<file path="src/rtl/mem_access.sv">
// ---------------------------------------------------------------------------
// mem_access -- MEM stage of the five-stage pipeline.
//
// Sits between the EX/MEM and MEM/WB latches. Non-memory instructions pass
// straight through. Loads and stores run one request/acknowledge beat on the
// data bus while stallreq_o holds the pipeline. Stores get big-endian byte
// lane steering; loads get sign/zero extension of the selected lane.
//
// Ports
//   clk, rst                 pipeline clock, synchronous active-high reset
//   pc_i/rw_i/wreg_i/wdata_i/whilo_i/hi_i/lo_i   EX/MEM fields
//   pc_o/rw_o/wreg_o/wdata_o/whilo_o/hi_o/lo_o   to MEM/WB
//   aluop_i                  operation code (loads/stores decoded here)
//   mem_addr_i, reg2_i       effective address and store data
//   stall                    stall vector from ctrl, bit 4 = MEM hold
//   stallreq_o               stall request to ctrl
//   mem_ce_o/mem_we_o/mem_addr_o/mem_sel_o/mem_data_o   data bus request
//   mem_data_i, mem_ack_i    data bus response
//
// Optional build macro: MEM_UNALIGNED_EXC_EN
//   When defined, misaligned halfword/word accesses issue no bus cycle and
//   raise adel_o (load) or ades_o (store) for that cycle instead.
// ---------------------------------------------------------------------------
module mem_access (
  input  logic        clk,
  input  logic        rst,
  input  logic [31:0] pc_i,
  input  logic [4:0]  rw_i,
  input  logic        wreg_i,
  input  logic [31:0] wdata_i,
  input  logic        whilo_i,
  input  logic [31:0] hi_i,
  input  logic [31:0] lo_i,
  input  logic [7:0]  aluop_i,
  input  logic [31:0] mem_addr_i,
  input  logic [31:0] reg2_i,
  input  logic [5:0]  stall,
  output logic [31:0] pc_o,
  output logic [4:0]  rw_o,
  output logic        wreg_o,
  output logic [31:0] wdata_o,
  output logic        whilo_o,
  output logic [31:0] hi_o,
  output logic [31:0] lo_o,
  output logic        stallreq_o,
  output logic        mem_ce_o,
  output logic        mem_we_o,
  output logic [31:0] mem_addr_o,
  output logic [3:0]  mem_sel_o,
  output logic [31:0] mem_data_o,
`ifdef MEM_UNALIGNED_EXC_EN
  output logic        adel_o,
  output logic        ades_o,
`endif
  input  logic [31:0] mem_data_i,
  input  logic        mem_ack_i
);

  localparam logic [7:0] OP_LB  = 8'b1110_0000;
  localparam logic [7:0] OP_LBU = 8'b1110_0100;
  localparam logic [7:0] OP_LH  = 8'b1110_0001;
  localparam logic [7:0] OP_LHU = 8'b1110_0101;
  localparam logic [7:0] OP_LW  = 8'b1110_0011;
  localparam logic [7:0] OP_SB  = 8'b1110_1000;
  localparam logic [7:0] OP_SH  = 8'b1110_1001;
  localparam logic [7:0] OP_SW  = 8'b1110_1011;

  localparam logic [1:0] S_IDLE = 2'd0;
  localparam logic [1:0] S_BUSY = 2'd1;
  localparam logic [1:0] S_DONE = 2'd2;

  logic [1:0]  state_q, state_d;
  logic        mem_ce_q, mem_ce_d;
  logic [31:0] load_q, load_d;

  // Bus request fields, captured when a transaction starts and held in BUSY.
  logic        mem_we_q;
  logic [29:0] word_addr_q;
  logic [3:0]  sel_q;
  logic [31:0] wr_data_q;
  logic [1:0]  off_q;

  logic is_load, is_store, is_mem, misaligned, start;

  logic unused_stall;
  assign unused_stall = ^{stall[5], stall[3:0]};

  // Big-endian lanes: byte offset 0 lives in bits [31:24] (sel bit 3).
  function automatic logic [3:0] lane_sel(input logic [7:0] op, input logic [1:0] off);
    logic [3:0] s;
    s = 4'b0000;
    case (op)
      OP_LB, OP_LBU, OP_SB: s = 4'b1000 >> off;
      OP_LH, OP_LHU, OP_SH: s = off[1] ? 4'b0011 : 4'b1100;
      OP_LW, OP_SW:         s = 4'b1111;
      default:              s = 4'b0000;
    endcase
    return s;
  endfunction

  // Replicate the store operand across every lane; sel picks the live ones.
  function automatic logic [31:0] store_data(input logic [7:0] op, input logic [31:0] d);
    logic [31:0] r;
    r = 32'd0;
    case (op)
      OP_SB:   r = {4{d[7:0]}};
      OP_SH:   r = {2{d[15:0]}};
      OP_SW:   r = d;
      default: r = 32'd0;
    endcase
    return r;
  endfunction

  function automatic logic [31:0] load_ext(input logic [7:0] op, input logic [1:0] off,
                                           input logic [31:0] d);
    logic signed [7:0]  b;
    logic signed [15:0] h;
    logic [31:0]        r;
    case (off)
      2'd0:    b = d[31:24];
      2'd1:    b = d[23:16];
      2'd2:    b = d[15:8];
      default: b = d[7:0];
    endcase
    h = off[1] ? d[15:0] : d[31:16];
    case (op)
      OP_LB:   r = {{24{b[7]}}, b};
      OP_LBU:  r = {24'd0, b};
      OP_LH:   r = {{16{h[15]}}, h};
      OP_LHU:  r = {16'd0, h};
      OP_LW:   r = d;
      default: r = 32'd0;
    endcase
    return r;
  endfunction

  always_comb begin
    is_load  = 1'b0;
    is_store = 1'b0;
    case (aluop_i)
      OP_LB, OP_LBU, OP_LH, OP_LHU, OP_LW: is_load  = 1'b1;
      OP_SB, OP_SH, OP_SW:                 is_store = 1'b1;
      default: ;
    endcase
  end
  assign is_mem = is_load | is_store;

`ifdef MEM_UNALIGNED_EXC_EN
  always_comb begin
    misaligned = 1'b0;
    case (aluop_i)
      OP_LH, OP_LHU, OP_SH: misaligned = mem_addr_i[0];
      OP_LW, OP_SW:         misaligned = |mem_addr_i[1:0];
      default: ;
    endcase
  end
`else
  // Low address bits below the access size are simply ignored.
  assign misaligned = 1'b0;
`endif

  assign start = (state_q == S_IDLE) && is_mem && !misaligned;

  always_comb begin
    state_d  = state_q;
    mem_ce_d = mem_ce_q;
    load_d   = load_q;
    case (state_q)
      S_IDLE: begin
        if (start) begin
          state_d  = S_BUSY;
          mem_ce_d = 1'b1;
        end
      end
      S_BUSY: begin
        if (mem_ack_i) begin
          state_d  = S_DONE;
          mem_ce_d = 1'b0;
          load_d   = load_ext(aluop_i, off_q, mem_data_i);
        end
      end
      S_DONE: begin
        // Never chain a new transaction from here; always pass through IDLE.
        if (!stall[4]) state_d = S_IDLE;
      end
      default: state_d = S_IDLE;
    endcase
  end

  always_ff @(posedge clk) begin
    if (rst) begin
      state_q  <= S_IDLE;
      mem_ce_q <= 1'b0;
      load_q   <= 32'd0;
    end else begin
      state_q  <= state_d;
      mem_ce_q <= mem_ce_d;
      load_q   <= load_d;
    end
  end

  always_ff @(posedge clk) begin
    if (start) begin
      mem_we_q    <= is_store;
      word_addr_q <= mem_addr_i[31:2];
      sel_q       <= lane_sel(aluop_i, mem_addr_i[1:0]);
      wr_data_q   <= store_data(aluop_i, reg2_i);
      off_q       <= mem_addr_i[1:0];
    end
  end

  always_comb begin
    pc_o       = pc_i;
    rw_o       = rw_i;
    wreg_o     = wreg_i;
    wdata_o    = wdata_i;
    whilo_o    = whilo_i;
    hi_o       = hi_i;
    lo_o       = lo_i;
    stallreq_o = 1'b0;
`ifdef MEM_UNALIGNED_EXC_EN
    adel_o     = 1'b0;
    ades_o     = 1'b0;
`endif
    // Bus fields are only driven while a request is live.
    mem_ce_o   = mem_ce_q;
    mem_we_o   = mem_ce_q & mem_we_q;
    mem_addr_o = mem_ce_q ? {word_addr_q, 2'b00} : 32'd0;
    mem_sel_o  = mem_ce_q ? sel_q : 4'b0000;
    mem_data_o = (mem_ce_q && mem_we_q) ? wr_data_q : 32'd0;

    case (state_q)
      S_IDLE: begin
        if (is_mem) begin
          wreg_o = 1'b0;
          if (misaligned) begin
`ifdef MEM_UNALIGNED_EXC_EN
            adel_o = is_load;
            ades_o = is_store;
`endif
          end else begin
            stallreq_o = 1'b1;
          end
        end
      end
      S_BUSY: begin
        stallreq_o = 1'b1;
        wreg_o     = 1'b0;
        whilo_o    = 1'b0;
      end
      S_DONE: begin
        if (is_load) wdata_o = load_q;
      end
      default: ;
    endcase

    if (rst) begin
      pc_o       = 32'd0;
      rw_o       = 5'd0;
      wreg_o     = 1'b0;
      wdata_o    = 32'd0;
      whilo_o    = 1'b0;
      hi_o       = 32'd0;
      lo_o       = 32'd0;
      stallreq_o = 1'b0;
      mem_ce_o   = 1'b0;
      mem_we_o   = 1'b0;
      mem_addr_o = 32'd0;
      mem_sel_o  = 4'b0000;
      mem_data_o = 32'd0;
`ifdef MEM_UNALIGNED_EXC_EN
      adel_o     = 1'b0;
      ades_o     = 1'b0;
`endif
    end
  end

endmodule
</file>
<file path="config.mk">
export PLATFORM = sky130hd
export DESIGN_NAME = mem_access
export DESIGN_NICKNAME = d
export VERILOG_FILES = /design/src/rtl/mem_access.sv
export SDC_FILE = /design/constraint.sdc
export NUM_CORES = 1
export LEC_CHECK = 0
export ABC_AREA = 1
export CORE_AREA = 5 5 175 177
export CTS_BUF_LIST = sky130_fd_sc_hd__clkbuf_8
export DETAILED_ROUTE_END_ITERATION = 8
export DIE_AREA = 0 0 180 182
export GPL_TIMING_DRIVEN = 0
export HOLD_SLACK_MARGIN = 0.05
export PLACE_DENSITY_LB_ADDON = 0.08
export SYNTH_ARGS = -nofsm -noshare
export SYNTH_HDL_FRONTEND = slang
export SYNTH_SLANG_ARGS = --single-unit
</file>
<file path="constraint.sdc">
create_clock -name clk -period 7.75 [get_ports clk]
set_input_delay 1.1625 -clock clk [delete_from_list [all_inputs] [get_ports clk]]
set_output_delay 1.1625 -clock clk [all_outputs]
set_load 0.01 [all_outputs]
</file>
Word-level counts from Yosys, hierarchy flattened --
Index checks and enable logic that the tools add are counted.
Storage, ports and cells: register bits after elaboration 104
Operators by class: shifts and indexed selects 1, reduce and logical (&&, ||, !) cells 13, bitwise logic cells 2, mux-type cells 38, eq/ne operators 15
Operators with widths (count):
- $mux W32 | 10
- $pmux W32 S5 | 1
- $pmux W32 S3 | 1
- $eq A8 B8 Y1 const B | 8
- $pmux W8 S3 | 1
- $mux W16 | 1
- $mux W1 | 12
- $mux W4 | 3
- $pmux W4 S3 | 1
- $reduce_or A3 Y1 | 3
- $mux W2 | 3
- $ne A2 B2 Y1 const B | 3
- $pmux W1 S2 | 3
- $pmux W2 S3 | 1
- $reduce_and A3 Y1 | 2
- $mux W5 | 1
- $reduce_or A5 Y1 | 1
- $eq A2 B1 Y1 const B | 2
- $eq A2 B2 Y1 const B | 2
- $logic_not A2 Y1 | 2
- $shr A4 B2 Y4 const A | 1
- $logic_and A1 B1 Y1 | 2
- $reduce_and A2 Y1 | 1
- $reduce_bool A2 Y1 | 1
- other kinds (3) | 3

Depth between registers and ports, before layout --
word-level depth 7, mapped depth 10

Least setup slack after synthesis --
OpenSTA, ideal clock, no wires.
path type input to register, start point input aluop_i[0], end point register mem_we_q (enable), data arrival time 3.259 ns, stages 7, required time 7.327 ns, slack 4.068 ns, cell sequence buf_4 > nand2_2 > nor2_4 > nand2_4 > nand3_2 > o21ai_1 > inv_1
On the way: word-level cells in the longest chain between the ends 5, elaborated cells between the ends (all ways) 14
RTL lines:
- start: declaration | line 34 | input logic [7:0] aluop_i,
- $eq A8 B8 Y1 | line 140 | case (aluop_i)
- $reduce_or A5 Y1 or $reduce_or A3 Y1 (tied branches) | line 140
- $mux W1 | line 140
- $or A1 B1 Y1 (*) | line 146 | assign is_mem = is_load | is_store;
- $logic_and A1 B1 Y1 (*) | line 162 | assign start = (state_q == S_IDLE) && is_mem && !misaligned;
- net start | line 83 | logic is_load, is_store, is_mem, misaligned, start;
- end signal: assignment | line 204 | mem_we_q <= is_store;
- end: declaration | line 77 | logic mem_we_q;
Mark *: on every way through the listed nets, which the timed path passes. The rest lies on a longest branch. A chain may end at the register's enable or synchronous reset.

Worst setup path after layout --
start point input rst, end point output hi_o[29]
On the way: word-level cells in the longest chain between the ends 1
RTL lines:
- start: declaration | line 26 | input logic rst,
- $mux W32 | line 257 | if (rst) begin
- end: declaration | line 43 | output logic [31:0] hi_o,
Every way passes these cells.

==> impl_metrics.py <==
metrics = {
    "clocking": {
        "clk_pin_slew_worst_paths_ns": 0.11,
        "cts_made_buffers": 9,
        "post_cts_buffers": 0,
        "tritoncts": "yes",
        "cts_resized": 0,
        "hold_buffers": 0,
        "clock-sinks": 104,
        "clk_latency_ns": 0.41,
        "cts_max_path_buffers": 2,
        "cts-htree-levels": 3,
        "clock_tree.root_cell": "clkbuf_8",
    },
    "route": {
        "ant_nets": 0,
        "drtIter0Drc": 361,
        "drt-pass1-iter-count": 7,
        "routedWlPerCell_um": 16.26,
        "vias_per_cell": 4.203,
        "route.detailed.drc": 0,
        "via_count": 7876,
        "wirelength_mm": 30.48,
    },
    "job": {
        "cap_violations": 0,
    },
    "placement": {
        "dp_cells": 1855,
        "hpwl_mm": 25.41,
        "gp_congestion": 0.8792,
        "dp_worst_setup_slack_ns": 2.446,
        "io_buffer_count": 445,
    },
    "setup_path": {
        "crit_path_max_fanout": 10,
        "worstPathCellList": "clkdlybuf4s50_1 > clkbuf_1 > clkbuf_1 > clkbuf_1 > nor2_1 > clkdlybuf4s50_1",
        "worst-path-buf-inv": 5,
        "setup.worst_path.class": "in -> out",
        "crit_path_frequent_cell": "clkbuf_1",
        "setup.worst_path.start_class": "primary input",
        "reg2reg_slack_ns": 5.80,
        "critical-path-top-delay-family": "buffers and inverters",
        "crit_required_ns": 6.59,
        "cp-end-kind": "primary output",
        "cp_slowest_cell": "clkbuf_1",
        "slowest_delay_ns": 0.61,
        "worstPathArrival_ns": 3.99,
    },
    "pwr": {
        "p_total_uw": 1311,
        "pwr-share-comb_pct": 25.2,
        "p_leak_uw": 0.004931,
        "power_density_nw_per_um2": 110.7,
        "power.internal_uw": 945.9,
        "p_switching_uw": 365.4,
        "netSwitchingFraction_pct": 27.87,
        "vdd_drop_max_mv": 0.05652,
        "power_frac_clock_pct": 29.5,
        "p_seq_share_pct": 45.2,
    },
    "logic_synthesis": {
        "synth_most_common_cell": "nor2_1",
        "ys_seq_area_share_pct": 41.54,
        "ys_ff_latch": 104,
        "async_flop_share_pct": 0,
        "yosys_warnings": 0,
        "yosysTopAreaCell": "edfxtp_1",
        "synthCells": 1019,
        "synth_top_area_share_pct": 31.05,
        "syn_area_per_cell_um2": 6.549,
        "ys.flop_type": "edfxtp_1",
        "synth_area_um2": 6674,
        "synth_common_cells": "256 x nor2_1, 197 x nand2_1, 170 x inv_1",
        "yosys-top-cells-area": "edfxtp_1 31%, nor2_1 14%, nand2_1 11%",
        "post_synth_num_cell_types": 30,
        "synth_enable_flop_cells": 69,
    },
    "global_route": {
        "gr-usage-all-layers_pct": 17.81,
        "grt.met1_usage_pct": 19.13,
        "grt_max_degree": 70,
        "grt_pass1_wl_mm": 45.60,
        "grt_overflow_total": 0,
        "busiest_layer": "met2",
        "grt_pass1_vias": 7995,
        "grt_util_met2_pct": 33.68,
        "grtUsageMet3_pct": 6.070,
        "grt_antenna_before_repair": 6,
    },
    "die": {
        "io_pins": 454,
        "dieArea_um2": 32760,
        "start_util_pct": 22.94,
        "core_um2": 29090,
        "die-width_um": 180,
        "row_count": 63,
        "die_h_um": 182,
    },
    "worst_hold_path": {
        "hp-class": "reg -> reg",
    },
    "sta": {
        "rsz0062_at_grt": "no",
        "slew_violations": 0,
        "fin_setup_tns_ns": 0,
        "setup_viol": 0,
        "max-slew-margin-rel_pct": 38.08,
        "skew_ns": 0.01638,
        "fmax_ghz": 0.1940,
        "holdWs_ns": 0.4715,
        "min_period_ns": 5.155,
        "fin_crit_sh_pct": 66.51,
        "fin_ws_ns": 2.595,
        "worst_pin_slew_ns": 0.9287,
        "hold_viol": 0,
    },
    "run_status": {
        "status": "complete, no violations",
    },
    "layout": {
        "layout.nets": 1724,
        "area_growth_pct": 77.47,
        "stdcell_count": 1874,
        "fill_cells": 3089,
        "drive_gt1_share_pct": 4.524,
    },
}
==> stage by stage <==
| step | area (um^2) | util, % |
|---|---|---|
| finish | 11840 | 40.72 |
| global route | 11840 | 40.70 |
| CTS | 11840 | 40.69 |
| detailed placement | 11620 | 39.96 |
| global placement | 11620 | 39.95 |
| floorplan | 6678 | - |
==> tightest hold or removal path, delay by kind of cell (launching register included) <==
kind            cells  cell delay, ns
simple gates        1            0.06
flops               1            0.33
compound gates      1            0.05
==> power groups by stage <==
stage,Sequential (uW),Clock [uW],Combinational (uW)
after detailed placement,606,0,335
after floorplan,606,0,101
after global placement,606,0,334
final,593,387,331
after CTS,593,399,336
after global routing,594,420,358
==> final cells by class <==
class / count / area (um^2) / area share [%]
tap: 390 / 488.0 / 4.120
timing repair buffer: 445 / 4454 / 37.61
antenna: 3 / 7.507 / 0.06338
clock inverter: 7 / 90.09 / 0.7606
sequential: 104 / 2773 / 23.41
buffer: 56 / 267.8 / 2.261
multi-input combinational: 676 / 2942 / 24.84
inverter: 184 / 698.2 / 5.895
clock buffer: 9 / 123.9 / 1.046
==> cells by family (layout without fill, tap and decap cells) <==
family / Yosys count / after routing / synth area share (%)
AOI/OAI and AO/OA: 103 / 103 / 8.193
DFF: 104 / 104 / 41.54
buffers and inverters: 240 / 701 / 14.44
other: 1 / 5 / 0.05619
and+or+nand+nor: 571 / 571 / 35.77
==> routing by layer <==
metal / vias to the layer above / share of wire [%]
met3: 32 / 8.0
li1: 4049 / -
met1: 3485 / 38
met5: - / 0.20
met2: 300 / 52
met4: 10 / 1.4
==> path summary, 6_finish.rpt <==
| kind | start | end | depth (start not counted) |
|---|---|---|---|
| worst min register to register | load_q[25] | load_q[25] | 2 |
| worst max-delay path | rst | hi_o[29] | 6 |
| worst max register to register | state_q[1] | load_q[6] | 8 |
| worst min-delay path | load_q[25] | load_q[25] | 2 |
==> layout by cell type, fill, tap and decap left out, types with 3 or more instances in the layout <==
cell / instances
clkbuf_1: 39
nor2_2: 4
o21ai_1: 30
or2_2: 3
nor3_1: 4
o221ai_1: 3
inv_2: 10
clkbuf_8: 9
clkdlybuf4s50_1: 445
nand3_1: 68
buf_2: 7
edfxtp_1: 69
buf_4: 7
inv_1: 170
nor2_1: 256
nand2_2: 7
nand4_1: 17
nor2_4: 3
nand2_1: 197
o21a_1: 5
nand3b_1: 8
buf_6: 3
a21oi_1: 37
diode_2: 3
inv_4: 3
o21ai_0: 26
dfxtp_1: 35
==> flip-flops by register name (all words and copies together) (netlist names) <==
signal and count:
state_q 2, mem_ce_q 1, mem_we_q 1, word_addr_q 30
off_q 2, load_q 32, sel_q 4, wr_data_q 32
Note: power is estimated with default switching activity, not from simulation.
